File: src/rtl/tt_pkg.sv
// Shared definitions for the truth-table capture block: FSM state encoding
// and default sweep geometry.
package tt_pkg;

  localparam int DEF_N_IN   = 3;
  localparam int DEF_SETTLE = 2;

  typedef enum logic [1:0] {
    ST_IDLE   = 2'd0,
    ST_SETTLE = 2'd1,
    ST_SAMPLE = 2'd2,
    ST_DONE   = 2'd3
  } state_t;

endpackage

File: src/rtl/tt_settle_timer.sv
// Settle counter for one vector: load clears, en counts up, expire flags the
// final settle cycle (count == SETTLE-1).
module tt_settle_timer #(
  parameter int SETTLE = 2
) (
  input  logic clk,
  input  logic reset,
  input  logic load_i,
  input  logic en_i,
  output logic expire_o
);

  // Wide enough to hold SETTLE, since the expiring cycle still counts once.
  localparam int CW = (SETTLE < 2) ? 1 : $clog2(SETTLE + 1);

  logic [CW-1:0] cnt_q, cnt_d;

  always_comb begin
    cnt_d = cnt_q;
    if (load_i) begin
      cnt_d = '0;
    end else if (en_i) begin
      cnt_d = cnt_q + 1'b1;
    end
  end

  always_ff @(posedge clk) begin
    if (reset) begin
      cnt_q <= '0;
    end else begin
      cnt_q <= cnt_d;
    end
  end

  assign expire_o = (cnt_q == CW'(SETTLE - 1));

endmodule

File: src/rtl/truth_table_capture.sv
// Sweeps every input vector through a lab circuit, captures its truth table and
// compares it against EXPECTED. Optional outputs under TT_MAXTERM_OUT_EN.
module truth_table_capture
  import tt_pkg::*;
#(
  parameter int                      N_IN     = DEF_N_IN,
  parameter int                      SETTLE   = DEF_SETTLE,
  parameter logic [(1<<N_IN)-1:0]    EXPECTED = 8'b1011_0010
) (
  input  logic                   clk,
  input  logic                   reset,
  input  logic                   start,
  output logic [N_IN-1:0]        p,
  input  logic                   led,
  output logic                   busy,
  output logic                   done,
  output logic [(1<<N_IN)-1:0]   tt,
  output logic                   match,
`ifdef TT_MAXTERM_OUT_EN
  output logic [(1<<N_IN)-1:0]   maxterms,
  output logic [N_IN:0]          zero_cnt,
`endif
  output logic [N_IN-1:0]        first_fail
);

  localparam int TW = 1 << N_IN;
  localparam logic [N_IN-1:0] LAST_IDX = N_IN'(TW - 1);

  state_t          state_q, state_d;
  logic [N_IN-1:0] idx_q, idx_d;
  logic [N_IN-1:0] p_q, p_d;
  logic [TW-1:0]   tt_q, tt_d;
  logic            match_q, match_d;
  logic [N_IN-1:0] ff_q, ff_d;
  logic [TW-1:0]   diff;
  logic            tmr_load, tmr_en, tmr_expire;
`ifdef TT_MAXTERM_OUT_EN
  logic [TW-1:0]   maxt_q, maxt_d;
  logic [N_IN:0]   zeros_q, zeros_d;
`endif

  tt_settle_timer #(.SETTLE(SETTLE)) u_timer (
    .clk      (clk),
    .reset    (reset),
    .load_i   (tmr_load),
    .en_i     (tmr_en),
    .expire_o (tmr_expire)
  );

  always_comb begin
    state_d  = state_q;
    idx_d    = idx_q;
    p_d      = p_q;
    tt_d     = tt_q;
    match_d  = match_q;
    ff_d     = ff_q;
    tmr_load = 1'b0;
    tmr_en   = 1'b0;
    diff     = '0;
`ifdef TT_MAXTERM_OUT_EN
    maxt_d   = maxt_q;
    zeros_d  = zeros_q;
`endif
    unique case (state_q)
      ST_IDLE: begin
        if (start) begin
          state_d  = ST_SETTLE;
          idx_d    = '0;
          p_d      = '0;
          tt_d     = '0;
          match_d  = 1'b0;
          ff_d     = '0;
          tmr_load = 1'b1;
`ifdef TT_MAXTERM_OUT_EN
          maxt_d   = '0;
          zeros_d  = '0;
`endif
        end
      end
      ST_SETTLE: begin
        tmr_en = 1'b1;
        if (tmr_expire) begin
          state_d = ST_SAMPLE;
        end
      end
      ST_SAMPLE: begin
        tt_d[idx_q] = led;
        if (idx_q == LAST_IDX) begin
          // Verdict uses the table including this last sample so it is valid in DONE.
          state_d = ST_DONE;
          diff    = tt_d ^ EXPECTED;
          match_d = (diff == '0);
          ff_d    = '0;
          for (int i = TW - 1; i >= 0; i--) begin
            if (diff[i]) begin
              ff_d = N_IN'(i);
            end
          end
`ifdef TT_MAXTERM_OUT_EN
          maxt_d  = ~tt_d;
          zeros_d = '0;
          for (int i = 0; i < TW; i++) begin
            zeros_d = zeros_d + (N_IN + 1)'(~tt_d[i]);
          end
`endif
        end else begin
          state_d  = ST_SETTLE;
          idx_d    = idx_q + 1'b1;
          p_d      = idx_q + 1'b1;
          tmr_load = 1'b1;
        end
      end
      ST_DONE: begin
        state_d = ST_IDLE;
      end
      default: begin
        state_d = ST_IDLE;
      end
    endcase
  end

  always_ff @(posedge clk) begin
    if (reset) begin
      state_q <= ST_IDLE;
      idx_q   <= '0;
      p_q     <= '0;
      tt_q    <= '0;
      match_q <= 1'b0;
      ff_q    <= '0;
`ifdef TT_MAXTERM_OUT_EN
      maxt_q  <= '0;
      zeros_q <= '0;
`endif
    end else begin
      state_q <= state_d;
      idx_q   <= idx_d;
      p_q     <= p_d;
      tt_q    <= tt_d;
      match_q <= match_d;
      ff_q    <= ff_d;
`ifdef TT_MAXTERM_OUT_EN
      maxt_q  <= maxt_d;
      zeros_q <= zeros_d;
`endif
    end
  end

  assign p          = p_q;
  assign busy       = (state_q != ST_IDLE);
  assign done       = (state_q == ST_DONE);
  assign tt         = tt_q;
  assign match      = match_q;
  assign first_fail = ff_q;
`ifdef TT_MAXTERM_OUT_EN
  assign maxterms   = maxt_q;
  assign zero_cnt   = zeros_q;
`endif

endmodule

File: config.mk
export PLATFORM = sky130hd
export DESIGN_NAME = truth_table_capture
export DESIGN_NICKNAME = d
export VERILOG_FILES = /design/src/rtl/tt_pkg.sv /design/src/rtl/tt_settle_timer.sv /design/src/rtl/truth_table_capture.sv
export SDC_FILE = /design/constraint.sdc
export NUM_CORES = 1
export LEC_CHECK = 0
export CORE_MARGIN = 2
export CORE_UTILIZATION = 38
export DETAILED_ROUTE_END_ITERATION = 12
export DONT_BUFFER_PORTS = 1
export HOLD_SLACK_MARGIN = 0.1
export PLACE_DENSITY_LB_ADDON = 0.05
export SLEW_MARGIN = 20
export SYNTH_ARGS = -nofsm -noshare
export SYNTH_HDL_FRONTEND = slang
export SYNTH_SLANG_ARGS = --single-unit
export TNS_END_PERCENT = 20
File: constraint.sdc
create_clock -name clk -period 2.5 [get_ports clk]
set_input_delay 0.375 -clock clk [delete_from_list [all_inputs] [get_ports clk]]
set_output_delay 0.375 -clock clk [all_outputs]
set_load 0.1 [all_outputs]
# After elaboration in Yosys (flattened, before gate mapping)
# Cells that the tools add are included.
# totals
reg_bits,19
inputBits,4
out_inout_bits,17
word_cells,59
# op_classes
n_addsub,2
order_cmp,2
eq_ne,9
mux,29
bitwise_logic,1
n_reduce_logical,10
# ops
op,n
3-bit two-way mux,11
8-bit one-hot mux with 2 select lines,1
3-bit one-hot mux with 2 select lines,2
8-bit bitwise mux,1
8-bit zero test,1
8-bit two-way mux,1
2-bit inequality test (second input constant),4
2-bit one-hot mux with 4 select lines,1
1-bit two-way mux,6
2-bit two-way mux,3
3-bit AND reduction,2
2-bit by 1-bit equality test with 1-bit output (second input constant),2
2-bit equality test (second input constant),2
3-bit by 4-bit less-than comparator with 1-bit output (second input constant),1
4-bit NOT,1
1-bit one-hot mux with 2 select lines,2
2-bit AND reduction,2
2-bit nonzero test,2
3-bit by 1-bit adder with 3-bit output (second input constant),1
1-bit demux with 3-bit select,1
3-bit equality test (second input constant),1
3-bit by 1-bit >= comparator with 1-bit output (second input constant),1
2-bit by 1-bit adder with 2-bit output (second input constant),1
2-bit zero test,1
2 further kinds,2

# Logic depth before layout (Yosys ltp)
# depth
depth_word,16
depth_mapped,7
ltp_nobuf,7

# Modules after synthesis
# A second synthesis with hierarchy kept.
# hier_totals
cells_unflattened,131
area_unflattened_um2,1122.3
# by_module_without_submodules
module,n_inst,cells_each,area_per_inst_um2,seq_area_each_um2
truth_table_capture,1,123,1028.5,340.3
tt_settle_timer,1,8,93.8,40.0

# Worst setup path before layout
# OpenSTA, ideal clock, no wires.
# synth_path
kind,reg2reg
start,register p[0] (netlist name)
end,register u_timer.cnt_q[1]
setup_time_ps,86
arrival_ps,2231
t_required_ps,2414
setup_slack_ps,184
path_stages_with_launch,7
path_buffers,0
period_less_slack_ps,2316
cell_sequence,dfxtp_1 > ha_1 > ha_1 > nand2b_1 > a21oi_1 > or2_2 > a211oi_1
# synth_lines
item,line,source
"end signal, assigned",tt_settle_timer.sv:31,cnt_q <= cnt_d;
"end, declared",tt_settle_timer.sv:16,"logic [CW-1:0] cnt_q, cnt_d;"

==> flow_metrics.tcl <==
set metrics [dict create \
    async_reset_ff_frac 0 \
    criticalPathCategory "reg2reg" \
    final_cell_area_mm2 0.001266 \
    slowest_stage "dfxtp_1" \
    place_congestion 0.7465 \
    fin_skew_ps 4.885 \
    clk_latency_ps 300 \
    clk_pin_slew_ps 110 \
    synth_ff_type "dfxtp_1" \
    drv_slew 0 \
    synth-edff-count 0 \
    place_hpwl_um 1894 \
    clkPwrFrac 0.302 \
    crit_buf_inv 0 \
    crit_top_cell "ha_1" \
    post_cts_buffers 0 \
    p_sw_frac 0.2681 \
    dpl.cell_count 172 \
    finalCritPeriodShare 0.7988 \
    rsz0062_at_grt "false" \
    grt_util_all_layers 0.1691 \
    p_per_area_mw_per_mm2 419.4 \
    cp-start-kind "register" \
    internal-power_mw 0.3886 \
    yosys.area.top_type "dfxtp_1" \
    die_h_um 57.95 \
    synth_area_leaders "dfxtp_1, nor2_1, a22oi_1, mux2_2, a21oi_1" \
    crit_family "flip-flops" \
    synth_seq_cells 19 \
    yosysWarningCount 0 \
    grt_max_degree 18 \
    seq_power_share 0.591 \
    status "finished, final reports clean" \
    leakage_nw 0.5624 \
    path_cells "ha_1 -> ha_1 -> nand2b_1 -> a21oi_1 -> or2_2 -> a211oi_1" \
    grt_overflow 0 \
    min_period_ps 1997 \
    core_area_mm2 0.002758 \
    slew_headroom 0.6479 \
    synth.net_count 139 \
    wl_per_cell_um 14.50 \
    io_buffers 0 \
    fp.dieW_um 57.95 \
    p_sw_mw 0.1424 \
    via_count 969 \
    yosysTopAreaCellShare 0.3439 \
    placed_cell_area_mm2 0.001230 \
    ys_types 37 \
    required_ps 2720 \
    worst_setup_path_end_kind "register" \
    rows 19 \
    cts_max_path_buffers 2 \
    routed_wl_um 2566 \
    ys_seq_area_frac 0.3439 \
    slowest_delay_ps 670 \
    htreeDepth 1 \
    netlist_area_mm2 0.001106 \
    grt_pass1_vias 938 \
    ir_drop_mv 0.4482 \
    drc 0 \
    via_per_inst 5.475 \
    drt_iter0_drc 46 \
    area_growth_pct 14.48 \
    cts_buffers 3 \
    avgSynthCellArea_um2 8.379 \
    finalSetupViolCount 0 \
    io_pins 21 \
    antenna_left 0 \
    hold_class "in2reg" \
    grt_pass1_wl_um 4422 \
    initial_core_util 0.4011 \
    drive_gt1_frac 0.2123 \
    fmax_mhz 500.7 \
    drtPass1Iterations 5 \
    finalHoldViolCount 0 \
    tightest_slew_ps 527.4 \
    final_nets 154 \
    fin_tns_setup_ps 0 \
    final_cells 177 \
    synthCells 132 \
    worst-path-max-fanout 14 \
    cts_sinks 19 \
    worstPathArrival_ps 2220 \
    cts_resized 0 \
    drv_cap 0 \
    pwr-share-comb 0.106 \
    antenna-diode-count 0 \
    antenna_found_initial 0 \
    cts_tree "built" \
    die-area_mm2 0.003358 \
    cts-root-buf "clkbuf_4" \
]
## placed cells by master, fill, tap and decap left out, types with 2 or more instances in the layout
master and n:
o21ai_0 2, inv_1 2, nand3_1 2, nor3b_1 2, a21o_1 2, a22oi_1 9
mux2i_1 2, mux2_2 5, or2_2 2, nand2b_1 7, a22o_1 4, nor3_1 4
clkbuf_4 3, nor2_1 23, ha_1 3, dfxtp_1 19, a21oi_1 9, buf_4 18
nor2b_1 4, nand2_1 7
## final timing paths
kind,from,end,slack [ps],depth (start not counted)
min reg2reg,first_fail[1],first_fail[1],480,2
max reg2reg,p[0],u_timer.cnt_q[1],500,6
max,p[0],u_timer.cnt_q[1],500,6
min,reset,state_q[0],130,1
## final cells by class
type	instances	area, µm²
Tap cell	31	38.79
Inverter	2	7.507
Sequential cell	19	380.4
Multi-Input combinational cell	102	668.1
Clock buffer	4	26.28
Fill cell	292	1491
Timing Repair Buffer	19	145.1
## flip-flops by register name (all words and copies together) (netlist names)
register / cells
match: 1
u_timer.cnt_q: 2
first_fail: 3
tt: 8
p: 3
state_q: 2
## repair_timing
item	4_1_cts	5_1_grt
hold buffers	0	1
hold endpoints to repair	0	4
setup endpoints to repair	0	0
## kinds of logic after synthesis
kind of cell | count (synthesis) | share of synthesized area
mux | 8 | 0.08257
buf+inv | 11 | 0.05203
compound gates | 34 | 0.2149
fa+ha+maj | 3 | 0.03394
xor+xnor | 1 | 0.007920
flops | 19 | 0.3439
simple gates | 56 | 0.2647
## stage by stage
step | setup WS (ps) | hold WS (ps) | power (mW) | utilization
floorplan | 183.9 | 469.9 | 0.3699 | -
global placement | 639.5 | 448.2 | 0.3746 | 0.4460
detailed placement | 524.8 | 448.6 | 0.3749 | 0.4460
CTS | 483.8 | 113.9 | 0.5385 | 0.4555
global route | 381.9 | 102.4 | 0.5660 | 0.4592
finish | 502.9 | 126.4 | 0.5310 | 0.4592
## power by group through the flow
stage	clock, mW	combinational, mW	sequential [mW]
finish	0.161	0.0565	0.314
global placement	0	0.0537	0.321
detailed placement	0	0.0541	0.321
global route	0.189	0.0618	0.315
CTS	0.170	0.0545	0.314
floorplan	0	0.0517	0.318
## layer usage
layer  GRT usage  up-vias  part of all wire
met5           0        -                 0
met4     0.03987        0            0.0086
li1            -      497                 -
met2      0.2841       32              0.47
met3     0.04911        2             0.060
met1      0.2141      438              0.46
## Yosys cell counts (2+ instances only)
cell type   n
dfxtp_1    19
a22o_1      4
clkbuf_1    5
nor3_1      4
nand2b_1    7
a21o_1      2
a21oi_1     9
nor2_1     23
o21ai_0     2
nor3b_1     2
nand3_1     2
buf_4       2
nor2b_1     4
nand2_1     7
or2_2       2
mux2i_1     2
inv_1       2
a22oi_1     9
mux2_2      5
ha_1        3
No activity file was read; power rests on OpenSTA's default activity.
